[config.mk]
export PLATFORM = sky130hd
export DESIGN_NAME = mlp_infer_ctrl_flat
export DESIGN_NICKNAME = d
export VERILOG_FILES = /design/src/rtl/mlp_pkg.sv /design/src/rtl/mlp_infer_ctrl_if.sv /design/src/rtl/mlp_mac.sv /design/src/rtl/mlp_infer_ctrl.sv /design/src/flat_wrapper.sv
export SDC_FILE = /design/constraint.sdc
export NUM_CORES = 1
export LEC_CHECK = 0
export ABC_CLOCK_PERIOD_IN_PS = 8600
export CAP_MARGIN = 40
export CORE_MARGIN = 2
export CORE_UTILIZATION = 50
export CTS_BUF_LIST = sky130_fd_sc_hd__clkbuf_4 sky130_fd_sc_hd__clkbuf_8
export CTS_CLUSTER_DIAMETER = 30
export DETAILED_ROUTE_END_ITERATION = 8
export PLACE_DENSITY = 0.69
export SLEW_MARGIN = 20
export SYNTH_ARGS = -nofsm -noshare
export SYNTH_HDL_FRONTEND = slang
export SYNTH_SLANG_ARGS = --single-unit
[constraint.sdc]
create_clock -name clk -period 8.6 [get_ports clk]
set_input_delay 0.86 -clock clk [delete_from_list [all_inputs] [get_ports clk]]
set_output_delay 0.86 -clock clk [all_outputs]
set_load 0.005 [all_outputs]
[src/rtl/mlp_pkg.sv]
// Shared types, defaults and ROM address helpers for the O/X detection MLP.
package mlp_pkg;

  localparam int DEF_N_IN   = 16;
  localparam int DEF_N_HID  = 8;
  localparam int DEF_N_OUT  = 2;
  localparam int DEF_W_W    = 8;
  localparam int DEF_ACC_W  = 20;
  localparam int DEF_SHIFT  = 2;
  localparam int DEF_ADDR_W = 8;

  typedef enum logic [2:0] {
    ST_IDLE,
    ST_H_RUN,
    ST_H_STORE,
    ST_O_RUN,
    ST_O_STORE,
    ST_DECIDE
  } state_t;

  typedef enum logic [2:0] {
    MAC_HOLD,
    MAC_CLR,
    MAC_BIAS,
    MAC_GATED,
    MAC_PROD
  } mac_mode_t;

  typedef enum logic [1:0] {
    CLS_NONE = 2'b00,
    CLS_O    = 2'b01,
    CLS_X    = 2'b10
  } class_t;

  // Each hidden neuron occupies bias + one weight per input.
  function automatic int hid_base(input int h, input int n_in);
    return h * (n_in + 1);
  endfunction

  // Output neurons follow the hidden block: bias + one weight per hidden neuron.
  function automatic int out_base(input int o, input int n_in, input int n_hid);
    return n_hid * (n_in + 1) + o * (n_hid + 1);
  endfunction

endpackage

[src/rtl/mlp_infer_ctrl_if.sv]
// Request/result handshake and weight ROM bus of the MLP inference controller.
interface mlp_infer_ctrl_if
  import mlp_pkg::*;
#(
  parameter int N_IN   = DEF_N_IN,
  parameter int W_W    = DEF_W_W,
  parameter int ACC_W  = DEF_ACC_W,
  parameter int ADDR_W = DEF_ADDR_W
);

  logic                     start;
  logic [N_IN-1:0]          in_flags;
  logic                     w_rd_en;
  logic [ADDR_W-1:0]        w_addr;
  logic signed [W_W-1:0]    w_data;
  logic                     busy;
  logic                     done;
  logic [1:0]               result_class;
  logic signed [ACC_W-1:0]  score_o;
  logic signed [ACC_W-1:0]  score_x;

  // Controller side: takes requests and ROM data, drives ROM address and results.
  modport master (
    input  start, in_flags, w_data,
    output w_rd_en, w_addr, busy, done, result_class, score_o, score_x
  );

  // Environment side: requester, weight ROM and result consumer.
  modport slave (
    output start, in_flags, w_data,
    input  w_rd_en, w_addr, busy, done, result_class, score_o, score_x
  );

endinterface

[src/rtl/mlp_mac.sv]
// Shared saturating accumulator: clear, add bias, flag-gated add, or add weight*activation.
module mlp_mac
  import mlp_pkg::*;
#(
  parameter int W_W   = DEF_W_W,
  parameter int ACC_W = DEF_ACC_W
) (
  input  logic                    clk,
  input  logic                    rst,
  input  mac_mode_t               mode,
  input  logic signed [W_W-1:0]   data,
  input  logic                    gate,
  input  logic [7:0]              act,
  output logic signed [ACC_W-1:0] acc
);

  localparam int P_W = W_W + 9;
  localparam logic signed [ACC_W-1:0] ACC_MAX = {1'b0, {(ACC_W-1){1'b1}}};
  localparam logic signed [ACC_W-1:0] ACC_MIN = {1'b1, {(ACC_W-1){1'b0}}};

  logic signed [P_W-1:0]   data_ext;
  logic signed [P_W-1:0]   act_ext;
  logic signed [P_W-1:0]   prod;
  logic signed [ACC_W-1:0] addend;
  logic [ACC_W:0]          sum_ext;
  logic signed [ACC_W-1:0] sum_sat;
  logic signed [ACC_W-1:0] acc_reg;

  always_comb begin
    data_ext = P_W'(data);
    act_ext  = P_W'({1'b0, act});
    prod     = data_ext * act_ext;
    addend   = '0;
    case (mode)
      MAC_BIAS:  addend = ACC_W'(data);
      MAC_GATED: addend = gate ? ACC_W'(data) : '0;
      // Activations never exceed 127, so the product always fits the accumulator.
      MAC_PROD:  addend = ACC_W'(prod);
      default:   addend = '0;
    endcase
    sum_ext = {acc_reg[ACC_W-1], acc_reg} + {addend[ACC_W-1], addend};
    if (sum_ext[ACC_W] != sum_ext[ACC_W-1]) begin
      sum_sat = sum_ext[ACC_W] ? ACC_MIN : ACC_MAX;
    end else begin
      sum_sat = sum_ext[ACC_W-1:0];
    end
  end

  always_ff @(posedge clk or negedge rst) begin
    if (!rst) begin
      acc_reg <= '0;
    end else begin
      case (mode)
        MAC_CLR:                      acc_reg <= '0;
        MAC_BIAS, MAC_GATED, MAC_PROD: acc_reg <= sum_sat;
        default:                      ;
      endcase
    end
  end

  assign acc = acc_reg;

endmodule

[src/rtl/mlp_infer_ctrl.sv]
// Sequences one O/X MLP inference: hidden layer by flag-gated sums, output layer by
// weight*activation products, all through one shared MAC fed from the weight ROM.
module mlp_infer_ctrl
  import mlp_pkg::*;
#(
  parameter int N_IN   = DEF_N_IN,
  parameter int N_HID  = DEF_N_HID,
  parameter int N_OUT  = DEF_N_OUT,
  parameter int W_W    = DEF_W_W,
  parameter int ACC_W  = DEF_ACC_W,
  parameter int SHIFT  = DEF_SHIFT,
  parameter int ADDR_W = DEF_ADDR_W
) (
  input  logic             clk,
  input  logic             rst,
  mlp_infer_ctrl_if.master bus
);

  localparam int CNT_MAX = ((N_IN > N_HID) ? N_IN : N_HID) + 1;
  localparam int CNT_W   = $clog2(CNT_MAX + 1);
  localparam int IDX_W   = (N_HID > 1) ? $clog2(N_HID) : 1;
  localparam int FLAG_W  = (N_IN > 1) ? $clog2(N_IN) : 1;

  localparam logic [CNT_W-1:0] H_LAST  = CNT_W'(N_IN);
  localparam logic [CNT_W-1:0] H_DRAIN = CNT_W'(N_IN + 1);
  localparam logic [CNT_W-1:0] O_LAST  = CNT_W'(N_HID);
  localparam logic [CNT_W-1:0] O_DRAIN = CNT_W'(N_HID + 1);
  localparam logic [IDX_W-1:0] IDX_H_LAST = IDX_W'(N_HID - 1);
  localparam logic [IDX_W-1:0] IDX_O_LAST = IDX_W'(N_OUT - 1);

  state_t                  state_reg, state_next;
  logic [CNT_W-1:0]        cnt_reg, cnt_next;
  logic [IDX_W-1:0]        idx_reg, idx_next;
  logic [N_IN-1:0]         flags_reg;
  logic [7:0]              act_reg [N_HID];
  logic [N_HID-1:0]        act_we_vec;
  logic signed [ACC_W-1:0] score_work_reg [N_OUT];

  logic                    rd_en;
  logic [ADDR_W-1:0]       rd_addr;
  logic [FLAG_W-1:0]       flag_idx;
  logic [IDX_W-1:0]        act_idx;
  logic                    rd_valid_reg, rd_first_reg, rd_layer_reg, rd_gate_reg;
  logic [7:0]              rd_act_reg;

  logic                    accept, mac_clr, act_we, score_we, decide;
  mac_mode_t               mac_mode;
  logic signed [ACC_W-1:0] acc;
  logic signed [ACC_W-1:0] acc_shifted;
  logic [7:0]              act_val;
  logic [1:0]              class_calc;

  logic                    busy_reg, done_reg;
  logic [1:0]              class_reg;
  logic signed [ACC_W-1:0] score_o_reg, score_x_reg;

  always_ff @(posedge clk or negedge rst) begin
    if (!rst) begin
      state_reg <= ST_IDLE;
      cnt_reg   <= '0;
      idx_reg   <= '0;
    end else begin
      state_reg <= state_next;
      cnt_reg   <= cnt_next;
      idx_reg   <= idx_next;
    end
  end

  always_comb begin
    state_next = state_reg;
    cnt_next   = cnt_reg;
    idx_next   = idx_reg;
    rd_en      = 1'b0;
    rd_addr    = '0;
    accept     = 1'b0;
    mac_clr    = 1'b0;
    act_we     = 1'b0;
    score_we   = 1'b0;
    decide     = 1'b0;
    case (state_reg)
      ST_IDLE: begin
        if (bus.start) begin
          accept     = 1'b1;
          mac_clr    = 1'b1;
          cnt_next   = '0;
          idx_next   = '0;
          state_next = ST_H_RUN;
        end
      end
      ST_H_RUN: begin
        rd_en = (cnt_reg <= H_LAST);
        if (rd_en) begin
          rd_addr = ADDR_W'(hid_base(int'(idx_reg), N_IN)) + ADDR_W'(cnt_reg);
        end
        if (cnt_reg == H_DRAIN) begin
          cnt_next   = '0;
          state_next = ST_H_STORE;
        end else begin
          cnt_next = cnt_reg + CNT_W'(1);
        end
      end
      ST_H_STORE: begin
        act_we  = 1'b1;
        mac_clr = 1'b1;
        if (idx_reg == IDX_H_LAST) begin
          idx_next   = '0;
          state_next = ST_O_RUN;
        end else begin
          idx_next   = idx_reg + IDX_W'(1);
          state_next = ST_H_RUN;
        end
      end
      ST_O_RUN: begin
        rd_en = (cnt_reg <= O_LAST);
        if (rd_en) begin
          rd_addr = ADDR_W'(out_base(int'(idx_reg), N_IN, N_HID)) + ADDR_W'(cnt_reg);
        end
        if (cnt_reg == O_DRAIN) begin
          cnt_next   = '0;
          state_next = ST_O_STORE;
        end else begin
          cnt_next = cnt_reg + CNT_W'(1);
        end
      end
      ST_O_STORE: begin
        score_we = 1'b1;
        mac_clr  = 1'b1;
        if (idx_reg == IDX_O_LAST) begin
          idx_next   = '0;
          state_next = ST_DECIDE;
        end else begin
          idx_next   = idx_reg + IDX_W'(1);
          state_next = ST_O_RUN;
        end
      end
      ST_DECIDE: begin
        decide     = 1'b1;
        state_next = ST_IDLE;
      end
      default: state_next = ST_IDLE;
    endcase
  end

  // Read slot k>0 addresses weight k-1; its gate flag or activation is captured
  // alongside the read so it lines up with w_data one cycle later.
  assign flag_idx = FLAG_W'(cnt_reg - CNT_W'(1));
  assign act_idx  = IDX_W'(cnt_reg - CNT_W'(1));

  always_ff @(posedge clk or negedge rst) begin
    if (!rst) begin
      rd_valid_reg <= 1'b0;
      rd_first_reg <= 1'b0;
      rd_layer_reg <= 1'b0;
      rd_gate_reg  <= 1'b0;
      rd_act_reg   <= '0;
      flags_reg    <= '0;
    end else begin
      rd_valid_reg <= rd_en;
      rd_first_reg <= (cnt_reg == '0);
      rd_layer_reg <= (state_reg == ST_O_RUN);
      rd_gate_reg  <= flags_reg[flag_idx];
      rd_act_reg   <= act_reg[act_idx];
      if (accept) begin
        flags_reg <= bus.in_flags;
      end
    end
  end

  always_comb begin
    mac_mode = MAC_HOLD;
    if (mac_clr) begin
      mac_mode = MAC_CLR;
    end else if (rd_valid_reg) begin
      if (rd_first_reg)      mac_mode = MAC_BIAS;
      else if (rd_layer_reg) mac_mode = MAC_PROD;
      else                   mac_mode = MAC_GATED;
    end
  end

  mlp_mac #(
    .W_W   (W_W),
    .ACC_W (ACC_W)
  ) u_mac (
    .clk  (clk),
    .rst  (rst),
    .mode (mac_mode),
    .data (bus.w_data),
    .gate (rd_gate_reg),
    .act  (rd_act_reg),
    .acc  (acc)
  );

  // ReLU, scale down, then clamp into the 7-bit activation range.
  always_comb begin
    acc_shifted = acc >>> SHIFT;
    if (acc[ACC_W-1]) begin
      act_val = 8'd0;
    end else if (|acc_shifted[ACC_W-1:7]) begin
      act_val = 8'd127;
    end else begin
      act_val = acc_shifted[7:0];
    end
  end

  for (genvar gi = 0; gi < N_HID; gi++) begin : g_act_we
    assign act_we_vec[gi] = act_we && (idx_reg == IDX_W'(gi));
  end

  always_ff @(posedge clk or negedge rst) begin
    if (!rst) begin
      for (int i = 0; i < N_HID; i++) act_reg[i] <= '0;
    end else begin
      for (int i = 0; i < N_HID; i++) begin
        if (act_we_vec[i]) act_reg[i] <= act_val;
      end
    end
  end

  always_ff @(posedge clk or negedge rst) begin
    if (!rst) begin
      for (int i = 0; i < N_OUT; i++) score_work_reg[i] <= '0;
    end else begin
      for (int i = 0; i < N_OUT; i++) begin
        if (score_we && idx_reg == IDX_W'(i)) score_work_reg[i] <= acc;
      end
    end
  end

  always_comb begin
    class_calc = CLS_NONE;
    if (score_work_reg[0] > score_work_reg[1] &&
        !score_work_reg[0][ACC_W-1] && (|score_work_reg[0])) begin
      class_calc = CLS_O;
    end else if (score_work_reg[1] > score_work_reg[0] &&
                 !score_work_reg[1][ACC_W-1] && (|score_work_reg[1])) begin
      class_calc = CLS_X;
    end
  end

  always_ff @(posedge clk or negedge rst) begin
    if (!rst) begin
      busy_reg    <= 1'b0;
      done_reg    <= 1'b0;
      class_reg   <= CLS_NONE;
      score_o_reg <= '0;
      score_x_reg <= '0;
    end else begin
      done_reg <= decide;
      if (decide) begin
        busy_reg    <= 1'b0;
        class_reg   <= class_calc;
        score_o_reg <= score_work_reg[0];
        score_x_reg <= score_work_reg[1];
      end else if (accept) begin
        busy_reg <= 1'b1;
      end
    end
  end

  assign bus.w_rd_en      = rd_en;
  assign bus.w_addr       = rd_addr;
  assign bus.busy         = busy_reg;
  assign bus.done         = done_reg;
  assign bus.result_class = class_reg;
  assign bus.score_o      = score_o_reg;
  assign bus.score_x      = score_x_reg;

endmodule

[src/flat_wrapper.sv]
// flat-port wrapper written by rule: the top's interface ports become plain ports
module mlp_infer_ctrl_flat import mlp_pkg::*;
#(
  parameter int N_IN   = DEF_N_IN,
  parameter int N_HID  = DEF_N_HID,
  parameter int N_OUT  = DEF_N_OUT,
  parameter int W_W    = DEF_W_W,
  parameter int ACC_W  = DEF_ACC_W,
  parameter int SHIFT  = DEF_SHIFT,
  parameter int ADDR_W = DEF_ADDR_W
)
  (clk, rst, bus_start, bus_in_flags, bus_w_data, bus_w_rd_en, bus_w_addr, bus_busy, bus_done, bus_result_class, bus_score_o, bus_score_x);
  mlp_infer_ctrl_if #(.N_IN(N_IN), .W_W(W_W), .ACC_W(ACC_W), .ADDR_W(ADDR_W)) bus_i ();
  input  logic clk;
  input  logic rst;
  input wire logic [$bits(bus_i.start)-1:0] bus_start;
  input wire logic [$bits(bus_i.in_flags)-1:0] bus_in_flags;
  input wire logic [$bits(bus_i.w_data)-1:0] bus_w_data;
  output wire logic [$bits(bus_i.w_rd_en)-1:0] bus_w_rd_en;
  output wire logic [$bits(bus_i.w_addr)-1:0] bus_w_addr;
  output wire logic [$bits(bus_i.busy)-1:0] bus_busy;
  output wire logic [$bits(bus_i.done)-1:0] bus_done;
  output wire logic [$bits(bus_i.result_class)-1:0] bus_result_class;
  output wire logic [$bits(bus_i.score_o)-1:0] bus_score_o;
  output wire logic [$bits(bus_i.score_x)-1:0] bus_score_x;
  assign bus_i.start = bus_start;
  assign bus_i.in_flags = bus_in_flags;
  assign bus_i.w_data = bus_w_data;
  assign bus_w_rd_en = bus_i.w_rd_en;
  assign bus_w_addr = bus_i.w_addr;
  assign bus_busy = bus_i.busy;
  assign bus_done = bus_i.done;
  assign bus_result_class = bus_i.result_class;
  assign bus_score_o = bus_i.score_o;
  assign bus_score_x = bus_i.score_x;
  mlp_infer_ctrl #(.N_IN(N_IN), .N_HID(N_HID), .N_OUT(N_OUT), .W_W(W_W), .ACC_W(ACC_W), .SHIFT(SHIFT), .ADDR_W(ADDR_W)) u_core (.clk(clk), .rst(rst), .bus(bus_i));
endmodule
After elaboration in Yosys (flattened, before gate mapping)
Cells that the tools add are included.
{"block": "word_totals", "register_bits": 207, "inputBits": 27, "output_inout_bits": 53, "word_cells": 139}
{"block": "classes", "addsub": 7, "n_mul": 3, "magnitude_cmp": 6, "n_eq_ne": 22, "muxes": 44, "n_bitwise": 1, "n_reduce_logical": 31}
{"operator": "$mux 20", "count": 3}
{"operator": "$pmux 20 s3", "count": 1}
{"operator": "$mux 8", "count": 6}
{"operator": "$gt 20x20->1", "count": 2}
{"operator": "$pmux 20 s2", "count": 1}
{"operator": "$reduce_or 20->1", "count": 2}
{"operator": "$mux 3", "count": 11}
{"operator": "$bmux 8 s3", "count": 1}
{"operator": "$add 20x20->21", "count": 1}
{"operator": "$eq 3x3->1 const B", "count": 7}
{"operator": "$eq 3x2->1 const B", "count": 6}
{"operator": "$mul 8x9->17", "count": 1}
{"operator": "$add 8x5->8", "count": 2}
{"operator": "$pmux 8 s2", "count": 1}
{"operator": "$mux 5", "count": 3}
{"operator": "$pmux 3 s5", "count": 1}
{"operator": "$pmux 5 s3", "count": 1}
{"operator": "$logic_and 1x1->1", "count": 14}
{"operator": "$reduce_or 11->1", "count": 1}
{"operator": "$eq 3x1->1 const B", "count": 3}
{"operator": "$pmux 3 s3", "count": 1}
{"operator": "$add 8x8->8 const A", "count": 1}
{"operator": "$mul 3x5->8 const B", "count": 1}
{"operator": "$mux 1", "count": 8}
{"operator": "26 further kinds", "count": 35}

Longest topological paths before layout
{"block": "logic_depth", "ltp_word": 10, "ltp_mapped": 33, "depth_no_buf": 32}

Hierarchy
A second synthesis with hierarchy kept.
{"block": "hier_totals", "cells_unflattened": 1238, "area_unflattened_um2": 13076.3}
{"module": "mlp_infer_ctrl", "instances": 1, "cells_each": 750, "area_each_um2": 8821.0, "seq_area_each_um2": 4679.5}
{"module": "mlp_mac", "instances": 1, "cells_each": 488, "area_each_um2": 4255.3, "seq_area_each_um2": 500.5}

Least setup slack after synthesis
OpenSTA, ideal clock, no wires.
{"block": "synth_timing", "path_type": "input to register", "startpoint": "input bus_w_data[7]", "endpoint": "register u_core.u_mac.acc_reg[10], in the netlist u_core.u_mac.acc[10]", "setup_time_ns": 0.126, "arrival_ns": 7.416, "required_time_ns": 8.474, "slack_ns": 1.058, "cell_stages": 30, "path_buffers": 1, "path_cell_list": "inv_1 > nor2_1 > fa_1 > fa_1 > fa_1 > inv_1 > fa_1 > inv_1 > ha_1 > a21o_1 > a21oi_1 > nand2_1 > and2_1 > o21ai_0 > nand2b_1 > a21o_1 > a21oi_1 > xor2_1 > o21ai_0 > ha_1 > and2_1 > and3_1 > a22o_1 > o21ai_0 > nor2_1 > o311ai_1 > a21oi_1 > o21a_1 > buf_2 > a221o_1"}
{"block": "synth_between", "elab_chain_len": 6, "word_cells_on_any_way": 8, "cone_classes": "add/sub: 1; mul: 1; eq/ne: 1; mux: 5"}
{"item": "start, declared", "line": "flat_wrapper.sv:18", "text": "input wire logic [$bits(bus_i.w_data)-1:0] bus_w_data;"}
{"item": "$mul 8x9->17 / $mux 20 (equally long branches)", "line": "mlp_mac.sv:32, mlp_mac.sv:36"}
{"item": "$pmux 20 s3 *", "line": "mlp_mac.sv:34", "text": "case (mode)"}
{"item": "$add 20x20->21 *", "line": "mlp_mac.sv:41", "text": "sum_ext = {acc_reg[ACC_W-1], acc_reg} + {addend[ACC_W-1], addend};"}
{"item": "$mux 20 / $ne 1x1->1 (equally long branches)", "line": "mlp_mac.sv:43, mlp_mac.sv:42"}
{"item": "$mux 20 *", "line": "mlp_mac.sv:42", "text": "if (sum_ext[ACC_W] != sum_ext[ACC_W-1]) begin"}
{"item": "$pmux 20 s2 *", "line": "mlp_mac.sv:53", "text": "case (mode)"}
{"item": "end signal, assigned", "line": "mlp_mac.sv:55", "text": "MAC_BIAS, MAC_GATED, MAC_PROD: acc_reg <= sum_sat;"}
{"item": "end, declared", "line": "mlp_mac.sv:27", "text": "logic signed [ACC_W-1:0] acc_reg;"}
Mark *: on every way between the ends. The rest lies on a longest branch, timed or not.
A chain may end at the register's enable or synchronous reset.

Final worst setup path
{"block": "layout_timing", "startpoint": "input bus_w_data[6]", "endpoint": "register u_core.u_mac.acc_reg[2], in the netlist u_core.u_mac.acc[2]"}
Same word-level chain as after synthesis.

==> results by group <==
Outcome
  • Status: finished, final reports clean

Worst setup path
  • Flop2flop setup slack: 890 ps
  • R2R cell count: 29
  • Setup crit start kind: input pin
  • Max incr delay on CP: 640 ps
  • Crit path max fanout: 15
  • WP data required: 9000 ps
  • R2r startpoint: u_core.rd_act_reg[0]
  • Most numerous cell on the critical path: fa_1
  • CP Class: input pin to register
  • WP data arrival: 8470 ps
  • Delay-heaviest family, CP: compound AO/OA/AOI/OAI gates
  • Slowest cell on the critical path: clkdlybuf4s50_1
  • Setup crit end kind: register
  • Worst r2r dst: u_core.u_mac.acc[2]
  • Worst setup path start: bus_w_data[6]
  • Buf+Inv Stages, Crit Path: 3

Logic synthesis
  • Synth Register Bits: 207
  • Gate count of the mapped netlist: 1,268
  • Synthesized area: 0.0128 mm^2
  • Post-synthesis sequential area ratio: 40.3%
  • Number of synthesized flops with an enable pin: 0
  • Synth unique cells: 68
  • Synth warn: 0
  • Synth Flop Type: dfrtp_1
  • Asr flop ratio synth: 100%
  • Avg Cell Area, Syn: 10.1 um^2
  • Syn nets: 1,437

Place
  • DP HPWL: 21,400 um
  • PortBufs: 79
  • Routability congestion estimate: 0.910

Power and ir drop
  • P_leak: 7.31 nW
  • Total power: 0.00562 W
  • Worst vdd ir: 0.231 mV
  • Combinational share of power: 50.5%
  • Power Internal: 0.00332 W
  • Sequential power share: 29.1%
  • PwrDens: 374 mW/mm^2
  • Net Switching: 0.00230 W
  • Sw frac: 41.0%
  • Clock power share: 20.4%

Timing
  • Fmax: 0.124 GHz
  • Unrepaired setup endpoints after global routing: false
  • Final setup vio count: 0
  • Pins over their slew limit: 0
  • Final min period: 8070 ps
  • Fin crit share: 93.8%
  • Final hold vios: 0
  • Setup TNS: 0 ps
  • Setup Skew: 32.9 ps
  • Headroom to the max-slew limit: 55.2%
  • Worst Tran Pin Value: 670 ps

Cells and area
  • Synth-to-Final Area Change: 16.8%
  • Most frequent cells in the layout: dfrtp_1, nand2_1, o21ai_0
  • Commonest non-fill, non-tap cell in the layout: dfrtp_1
  • Nets: 1,530
  • Max FFs per register: 64
  • Fraction of layout cells with a size suffix above 1: 13.3%
  • Antenna cells: 0

Clock network
  • Clock Path Buffers: 3
  • H-tree lvl count: 2
  • CTS tree: built
  • Hold-fix buffers, CTS: 0
  • CTS Root Cell: clkbuf_8
  • Post-CTS sizing: 0
  • Post-CTS Setup Bufs: 0
  • Clk_lat worst skew: 550 ps
  • CTS sink cnt: 207
  • CTS Buf Count: 41
  • Clk pin slew, worst setup/hold paths: 60 ps

Global routing
  • First-pass GRT wire length: 48,500 um
  • Met2 usage: 37.8%
  • Largest net degree at the start of global routing: 77
  • Remaining global-route overflow: 0
  • GRT Resource Usage Total: 22.7%
  • Initial antenna violation count: 0
  • Met3 Use GR: 3.46%
  • Vias in the first global route: 9,333
  • GRT met1 Usage: 31.0%
  • GRT Max-Usage Layer: met2

Floorplan
  • Core area: 0.0252 mm^2
  • Initial core utilization: 51.0%
  • Die Ht: 164 um
  • Die width: 164 um
  • Site row count: 58
  • Die ar.: 0.0270 mm^2
  • Ports: 80

Drt
  • Post-route ant nets: 0
  • WL final: 29,400 um
  • Final routed DRC violation total: 0
  • WL/cell: 17.1 um
  • Vias per cell: 5.54
  • Vias: 9,534
  • First-pass DRT Iterations: 5
  • 1st-iter DRT viols: 538

Run
  • Total of max-cap violations: 0

Hold path
  • HP Class: input pin to asynchronous set/reset pin
==> metal layers <==
metal  part of all wire (%)  wire length [um]  vias up
met5                      0                 0        -
met4                    1.7               511        0
met3                    4.2              1240       48
met2                     49             14400      208
met1                     45             13300     4659
li1                       -                 -     4619
==> Yosys cell counts, drive strengths merged, types with 10 or more instances <==
library cell / instances / area (um^2)
nand2b: 14 / 87.6
nor2b: 15 / 93.8
mux4: 21 / 473
nor2: 41 / 154
mux2: 60 / 676
a21oi: 47 / 254
xor2: 15 / 131
clkbuf: 35 / 131
nor3: 14 / 70.1
dfrtp: 207 / 5180
and2: 56 / 350
fa: 39 / 781
nand2: 193 / 732
xnor2: 18 / 158
a21o: 23 / 173
o21ai: 125 / 626
nand4: 11 / 75.1
ha: 103 / 1290
inv: 100 / 375
nor4: 13 / 81.3
a221o: 10 / 100
==> kinds of logic (layout without fill, tap and decap cells) <==
group	count (synthesis)	count (layout)	share of synthesized area, %
XOR/XNOR	33	33	2.25
multiplexers	81	81	8.94
AO/OA/AOI/OAI	275	275	13.6
adder cells (fa/ha/maj)	143	143	16.2
buffers and inverters	144	267	4.33
flip-flops	207	207	40.3
AND/OR/NAND/NOR	385	385	14.4
==> power by group through the flow <==
stage	combinational (W)	clock, W	sequential (W)
2_1_floorplan	0.00209	0	0.00150
3_3_place_gp	0.00275	0	0.00164
3_5_place_dp	0.00282	0	0.00165
4_1_cts	0.00284	0.00116	0.00163
5_1_grt	0.00320	0.00122	0.00168
6_report	0.00284	0.00115	0.00164
==> layout make-up <==
| class | instances | area, um^2 |
|---|---|---|
| inverter | 100 | 375 |
| timing repair buffer | 94 | 962 |
| sequential | 207 | 5180 |
| clock inverter | 21 | 272 |
| fill | 2126 | 10200 |
| multi-input combinational | 917 | 7120 |
| clock buffer | 52 | 684 |
| tap | 330 | 413 |
==> through the flow <==
stage	std cells	instance area, um^2	hold slack (ps)	utilization (%)	setup WS (ps)
after global routing	1721	15000	294	59.6	114
after floorplan	1268	12800	445	-	1060
after global placement	1639	13900	457	55.3	225
after detailed placement	1646	14000	463	55.7	78.7
after CTS	1719	15000	283	59.5	586
final	1721	15000	286	59.6	529
==> how the worst max path moves through the flow <==
stage,to,slack [ps],cells after the start
4_1_cts,u_core.u_mac.acc[2],590,29
5_1_grt,u_core.u_mac.acc[2],110,30
3_3_place_gp,u_core.u_mac.acc[3],230,29
3_5_place_dp,u_core.u_mac.acc[10],80,29
2_1_floorplan,u_core.u_mac.acc[10],1060,30
6_report,u_core.u_mac.acc[2],530,29
Power figures use the tool's default switching activity.
==> variant 1: new RTL, same settings <==
Reset style: synchronous (`rst`), changed in 6 clocked blocks.
--- a/src/rtl/mlp_mac.sv
+++ b/src/rtl/mlp_mac.sv
@@ -46,7 +46,7 @@
     end
   end
 
-  always_ff @(posedge clk or negedge rst) begin
+  always_ff @(posedge clk) begin
     if (!rst) begin
       acc_reg <= '0;
     end else begin
--- a/src/rtl/mlp_infer_ctrl.sv
+++ b/src/rtl/mlp_infer_ctrl.sv
@@ -54,7 +54,7 @@
   logic [1:0]              class_reg;
   logic signed [ACC_W-1:0] score_o_reg, score_x_reg;
 
-  always_ff @(posedge clk or negedge rst) begin
+  always_ff @(posedge clk) begin
     if (!rst) begin
       state_reg <= ST_IDLE;
       cnt_reg   <= '0;
@@ -146,7 +146,7 @@
   assign flag_idx = FLAG_W'(cnt_reg - CNT_W'(1));
   assign act_idx  = IDX_W'(cnt_reg - CNT_W'(1));
 
-  always_ff @(posedge clk or negedge rst) begin
+  always_ff @(posedge clk) begin
     if (!rst) begin
       rd_valid_reg <= 1'b0;
       rd_first_reg <= 1'b0;
@@ -206,7 +206,7 @@
     assign act_we_vec[gi] = act_we && (idx_reg == IDX_W'(gi));
   end
 
-  always_ff @(posedge clk or negedge rst) begin
+  always_ff @(posedge clk) begin
     if (!rst) begin
       for (int i = 0; i < N_HID; i++) act_reg[i] <= '0;
     end else begin
@@ -216,7 +216,7 @@
     end
   end
 
-  always_ff @(posedge clk or negedge rst) begin
+  always_ff @(posedge clk) begin
     if (!rst) begin
       for (int i = 0; i < N_OUT; i++) score_work_reg[i] <= '0;
     end else begin
@@ -237,7 +237,7 @@
     end
   end
 
-  always_ff @(posedge clk or negedge rst) begin
+  always_ff @(posedge clk) begin
     if (!rst) begin
       busy_reg    <= 1'b0;
       done_reg    <= 1'b0;
Function: differs if rst is asserted again (counterexample within 4 cycles, from zero or initial values and one cycle with rst low); with rst held inactive, the same outputs for 10 cycles.
==> variant 1 against the original RTL <==
Setup slack gained 0.38 ns. Wire length fell by 5.7%. Count of clock-buffer cells in the layout increased by 3. Sequential cell count stayed put. Largest cell class unchanged. Synthesized area is 5.7% lower. Cell area decreased by 5.5%. Via count decreased by 7.1%.
Power is not compared: it rests on default switching activity, and its combinational part moved more than twofold at a synthesized area within 25%.
==> variant 1: results (changes against the original RTL) <==
- Run status: finished, final reports clean
- DP Worst Slack: 0.442 ns (+0.363 ns)
- Non-Filler Instances: 1609 (-6.5%)
- Gr usage total: 0.216 (-0.0105)
- Cells after Synth: 1157 (-8.8%)
- Post-synth EDFFs: 104 (+104)
- # fillers: 2012 (-5.4%)
- DRT iter0 DRCs: 510 (-5.2%)
- Met1 WL: 12500 µm (-5.7%)
- DP Area: 13300 µm² (-5.4%)
- Least-Margin Pin Slew: 0.825 ns (+0.156 ns)
- Wire per inst: 17.2 µm (+0.91%)
- Arrival @ worst endpoint: 8.14 ns (-0.33 ns)
- Met2 WL post-DR: 13300 µm (-7.5%)
- Worst hold path type: flop to flop
- Post-Synth Adder-Cell Area: 0.173 (+0.0114)
- Routability cong.: 0.903 (-0.81%)
- Unique cell type count in the Yosys netlist: 73 (+7.4%)
- WHS: 0.450 ns (+0.164 ns)
- Commonest cells post-synth: nand2_1 (120), inv_1 (106), edfxtp_1 (104)
- Largest net degree at the start of global routing: 56 (-27%)
- RR Startpoint: u_core.rd_act_reg[1]$_SDFF_PN0_
- H-Tree Depth: 2 (unchanged)
- Worst path top cell family by delay: adder cells
- Vias: 8858 (-7.1%)
- Xor-xnor portion of the synthesized cell area: 0.0274 (+0.00486)
- Clock Skew: 0.0262 ns (-0.00668 ns)
- Synth Area in Compound Gates: 0.142 (+0.00528)
- Vias in the first global route: 8793 (-5.8%)
- First-pass GRT wire length: 44800 µm (-7.5%)
- Layout cells sized above 1: 0.0969 (-0.0361)
- Met3 Wirelength: 1290 µm (+4.0%)
- Layout Nets: 1428 (-6.7%)
- Final WS setup: 0.905 ns (+0.376 ns)
- Multiplexer share of the synthesized area: 0.0409 (-0.0485)
- Clk_lat worst skew: 0.52 ns (-0.03 ns)
- Flop2flop setup slack: 1.34 ns (+0.45 ns)
- Largest cells by area after synthesis: edfxtp_1 (26%), dfxtp_1 (17%), ha_1 (11%)
- DP Wirelength: 20800 µm (-2.9%)
- Register area share after synthesis: 0.428 (+0.0246)
## variant 1: changes by cell type in the layout (fill, tap and decap cells not counted), moves of 58 or more
cell      change
o21ai_0      -69
nand2_1      -72
mux2_2       -58
edfxtp_1    +104
dfrtp_1     -207
dfxtp_1     +103
## variant 1: routing by layer
layer / GRT usage / vias to the layer above
met4: 0.0674 / 0
met3: 0.0395 / 47
met2: 0.367 / 209
li1: - / 4294
met1: 0.283 / 4308
met5: 0 / -
## variant 1: final timing paths
kind | endpoint | depth (start not counted)
setup / recovery | u_core.u_mac.acc[11]$_SDFFE_PN0P_ | 29
hold / removal | u_core.bus.score_x[10]$_SDFFE_PN0P_ | 2
setup reg to reg | u_core.u_mac.acc[11]$_SDFFE_PN0P_ | 28
hold reg to reg | u_core.bus.score_x[10]$_SDFFE_PN0P_ | 2
## variant 1: final cells by class
| cell class | instances | share of cell area |
|---|---|---|
| clock buffer | 55 | 0.0485 |
| clock inverter | 19 | 0.0152 |
| inverter | 107 | 0.0283 |
| multi-input combinational | 814 | 0.451 |
| sequential | 207 | 0.366 |
| tap | 319 | 0.0281 |
| timing repair buffer | 88 | 0.0632 |
## variant 1: cell families (layout without fill, tap and decap cells)
family,Yosys count,in the layout
AND/OR/NAND/NOR,356,356
AO/OA/AOI/OAI,245,245
flip-flops,207,207
adder cells (fa/ha/maj),145,145
buffers and inverters,143,269
XOR/XNOR,37,37
multiplexers,23,23
other,1,8
## variant 1: power breakdown
| group | leakage [µW] | switching (µW) | internal (µW) | total (µW) |
|---|---|---|---|---|
| registers | 0.00185 | 29.6 | 1070 | 1100 |
| clock network | 0.000465 | 415 | 647 | 1060 |
| logic | 0.00366 | 253 | 192 | 444 |
| total | 0.00598 | 698 | 1910 | 2610 |
==> variant 2: new RTL, config.mk and constraints unchanged <==
Made on the original files. Change the package constant `DEF_N_HID` from 8 to 16.
--- a/src/rtl/mlp_pkg.sv
+++ b/src/rtl/mlp_pkg.sv
@@ -2,7 +2,7 @@
 package mlp_pkg;
 
   localparam int DEF_N_IN   = 16;
-  localparam int DEF_N_HID  = 8;
+  localparam int DEF_N_HID  = 16;
   localparam int DEF_N_OUT  = 2;
   localparam int DEF_W_W    = 8;
   localparam int DEF_ACC_W  = 20;
Check against the original RTL: no difference found for any inputs over 10 cycles, from zero or initial values and one cycle with rst low; that may be too few to reach the edited logic, so the function may still have changed.
==> variant 2 against the original RTL <==
Cell area increased by 25%. Count of clock-buffer cells in the layout increased by 28. Wire length increased by 29%. Final cell count increased by 21%. Synthesized area increased by 24%. Hold slack improved by 0.0048 ns. Non-clock buffer count increased by 7. Sequential share of layout area increased by 1.9 points. Sequential cell count increased by 65. Synthesized cell count increased by 22%. Setup slack improved by 0.60 ns. Core utilization decreased by 0.22 points. Critical endpoint is now u_core.u_mac.acc[5]$_DFFE_PN0P_. Highest routed layer unchanged.
Power is not compared: it rests on default switching activity, and its combinational part moved more than twofold at a synthesized area within 25%.
==> variant 2: results (changes against the original RTL) <==
- DP Worst Slack: 0.608 ns (+0.529 ns)
- Post-synth ARST share: 1.00 (unchanged)
- DP Area: 17100 µm² (+22%)
- CTS Root Buffer Type: clkbuf_8
- Initial antenna violation count: 0 (unchanged)
- Clock transition at path regs: 0.06 ns (about the same)
- Top_reg_cell synth: dfrtp_1
- H-Tree Depth: 2 (unchanged)
- PortBufs: 79 (unchanged)
- Worst hold path type: primary input to asynchronous set/reset pin
- First-pass GRT wire length: 62800 µm (+30%)
- Clk_lat worst skew: 0.63 ns (+0.08 ns)
- Register area share after synthesis: 0.428 (+0.0243)
- Maximum vdd drop: 169 µV
- # fillers: 2621 (+23%)
- Layout Nets: 1807 (+18%)
- Arrival @ worst endpoint: 7.93 ns (-0.54 ns)
- Post-CTS Setup Repair Bufs: 0 (unchanged)
- Run status: finished, final reports clean
- Commonest cells post-synth: dfrtp_1 (272), nand2_1 (253), o21ai_0 (181)
- Worst path top cell family by delay: adder cells
- DP Wirelength: 27000 µm (+26%)
- Leakage power: 0.00855 µW
- Post-CTS sizing: 0 (unchanged)
- Total Wirelength: 38000 µm (+29%)
- Largest cells by area after synthesis: dfrtp_1 (43%), ha_1 (7.7%), mux4_2 (6.4%)
- Routability cong.: 0.939 (+3.1%)
- YS warnings: 0 (unchanged)
- Gr usage total: 0.235 (+0.00799)
- First-pass detailed-route iteration total: 6 (+1)
- Least-Margin Pin Slew: 0.959 ns (+0.289 ns)
- Clock buffer depth: 3 (unchanged)
- Vias in the first global route: 11900 (+27%)
- Largest net degree at the start of global routing: 175 (+130%)
- Max reg flops: 128 (+100%)
- Layout cells sized above 1: 0.145 (+0.0124)
- Clock buffer count from CTS: 59 (+44%)
- Post-synth EDFFs: 0 (unchanged)
- DRT iter0 DRCs: 783 (+46%)
- Unique cell type count in the Yosys netlist: 68 (unchanged)
- Clock Skew: 0.0554 ns (+0.0225 ns)
- Routed vias/inst: 5.68 (+2.5%)
- Diodes inserted: 0 (unchanged)
- Worst path slowest cell: clkdlybuf4s50_1
- Crit-path max cell delay: 0.57 ns (-0.07 ns)
- Mapped Nets: 1712 (+19%)
- Critical Path Fanout Max: 29 (+14)
[variant 2: per-layer routing]
layer | vias to the layer above | GRT usage | routed length, µm
met5 | - | 0 | 0
met4 | 0 | 0.0694 | 822
met3 | 57 | 0.0357 | 1730
met2 | 323 | 0.394 | 18700
met1 | 5856 | 0.318 | 16700
li1 | 5614 | - | -
[variant 2: logic make-up after synthesis]
group	after synthesis	share of synthesized area
adder cells (fa/ha/maj)	142	0.132
AO/OA/AOI/OAI	340	0.131
XOR/XNOR	37	0.0204
flip-flops	272	0.428
buffers and inverters	177	0.0443
multiplexers	105	0.106
AND/OR/NAND/NOR	471	0.139
[variant 2: layout make-up]
| class | count | area (µm²) | share of cell area |
|---|---|---|---|
| clock buffer | 80 | 1040 | 0.0559 |
| clock inverter | 27 | 493 | 0.0264 |
| inverter | 110 | 413 | 0.0221 |
| multi-input combinational | 1095 | 8420 | 0.450 |
| sequential | 272 | 6810 | 0.364 |
| tap | 402 | 503 | 0.0269 |
| timing repair buffer | 101 | 1010 | 0.0540 |
[variant 2: worst paths after layout]
| check | cells after the start | slack (ns) | end | startpoint |
|---|---|---|---|---|
| setup reg to reg | 27 | 1.48 | u_core.u_mac.acc[5]$_DFFE_PN0P_ | u_core.rd_act_reg[0]$_DFF_PN0_ |
| hold reg to reg | 2 | 0.47 | u_core.bus.score_o[16]$_DFFE_PN0P_ | u_core.bus.score_o[16]$_DFFE_PN0P_ |
| hold / removal | 1 | 0.29 | u_core.bus.done$_DFF_PN0_ | rst |
| min in group clk | 2 | 0.47 | u_core.bus.score_o[16]$_DFFE_PN0P_ | u_core.bus.score_o[16]$_DFFE_PN0P_ |
| max in group asynchronous | 2 | 6.92 | u_core.act_reg[93]$_DFFE_PN0P_ | rst |
| setup / recovery | 28 | 1.13 | u_core.u_mac.acc[5]$_DFFE_PN0P_ | bus_w_data[7] |
[variant 2: through the flow]
step,power (µW),std cells
floorplan,2320,1544
global placement,2610,1976
detailed placement,2650,1979
CTS,4440,2086
global route,4660,2087
finish,4430,2087
[variant 2: power by group]
group          switching (µW)  leakage (µW)  total [µW]  internal [µW]
Clock                     620      0.000779        1780           1160
Combinational             591       0.00415        1060            465
Sequential                192       0.00362        1590           1400
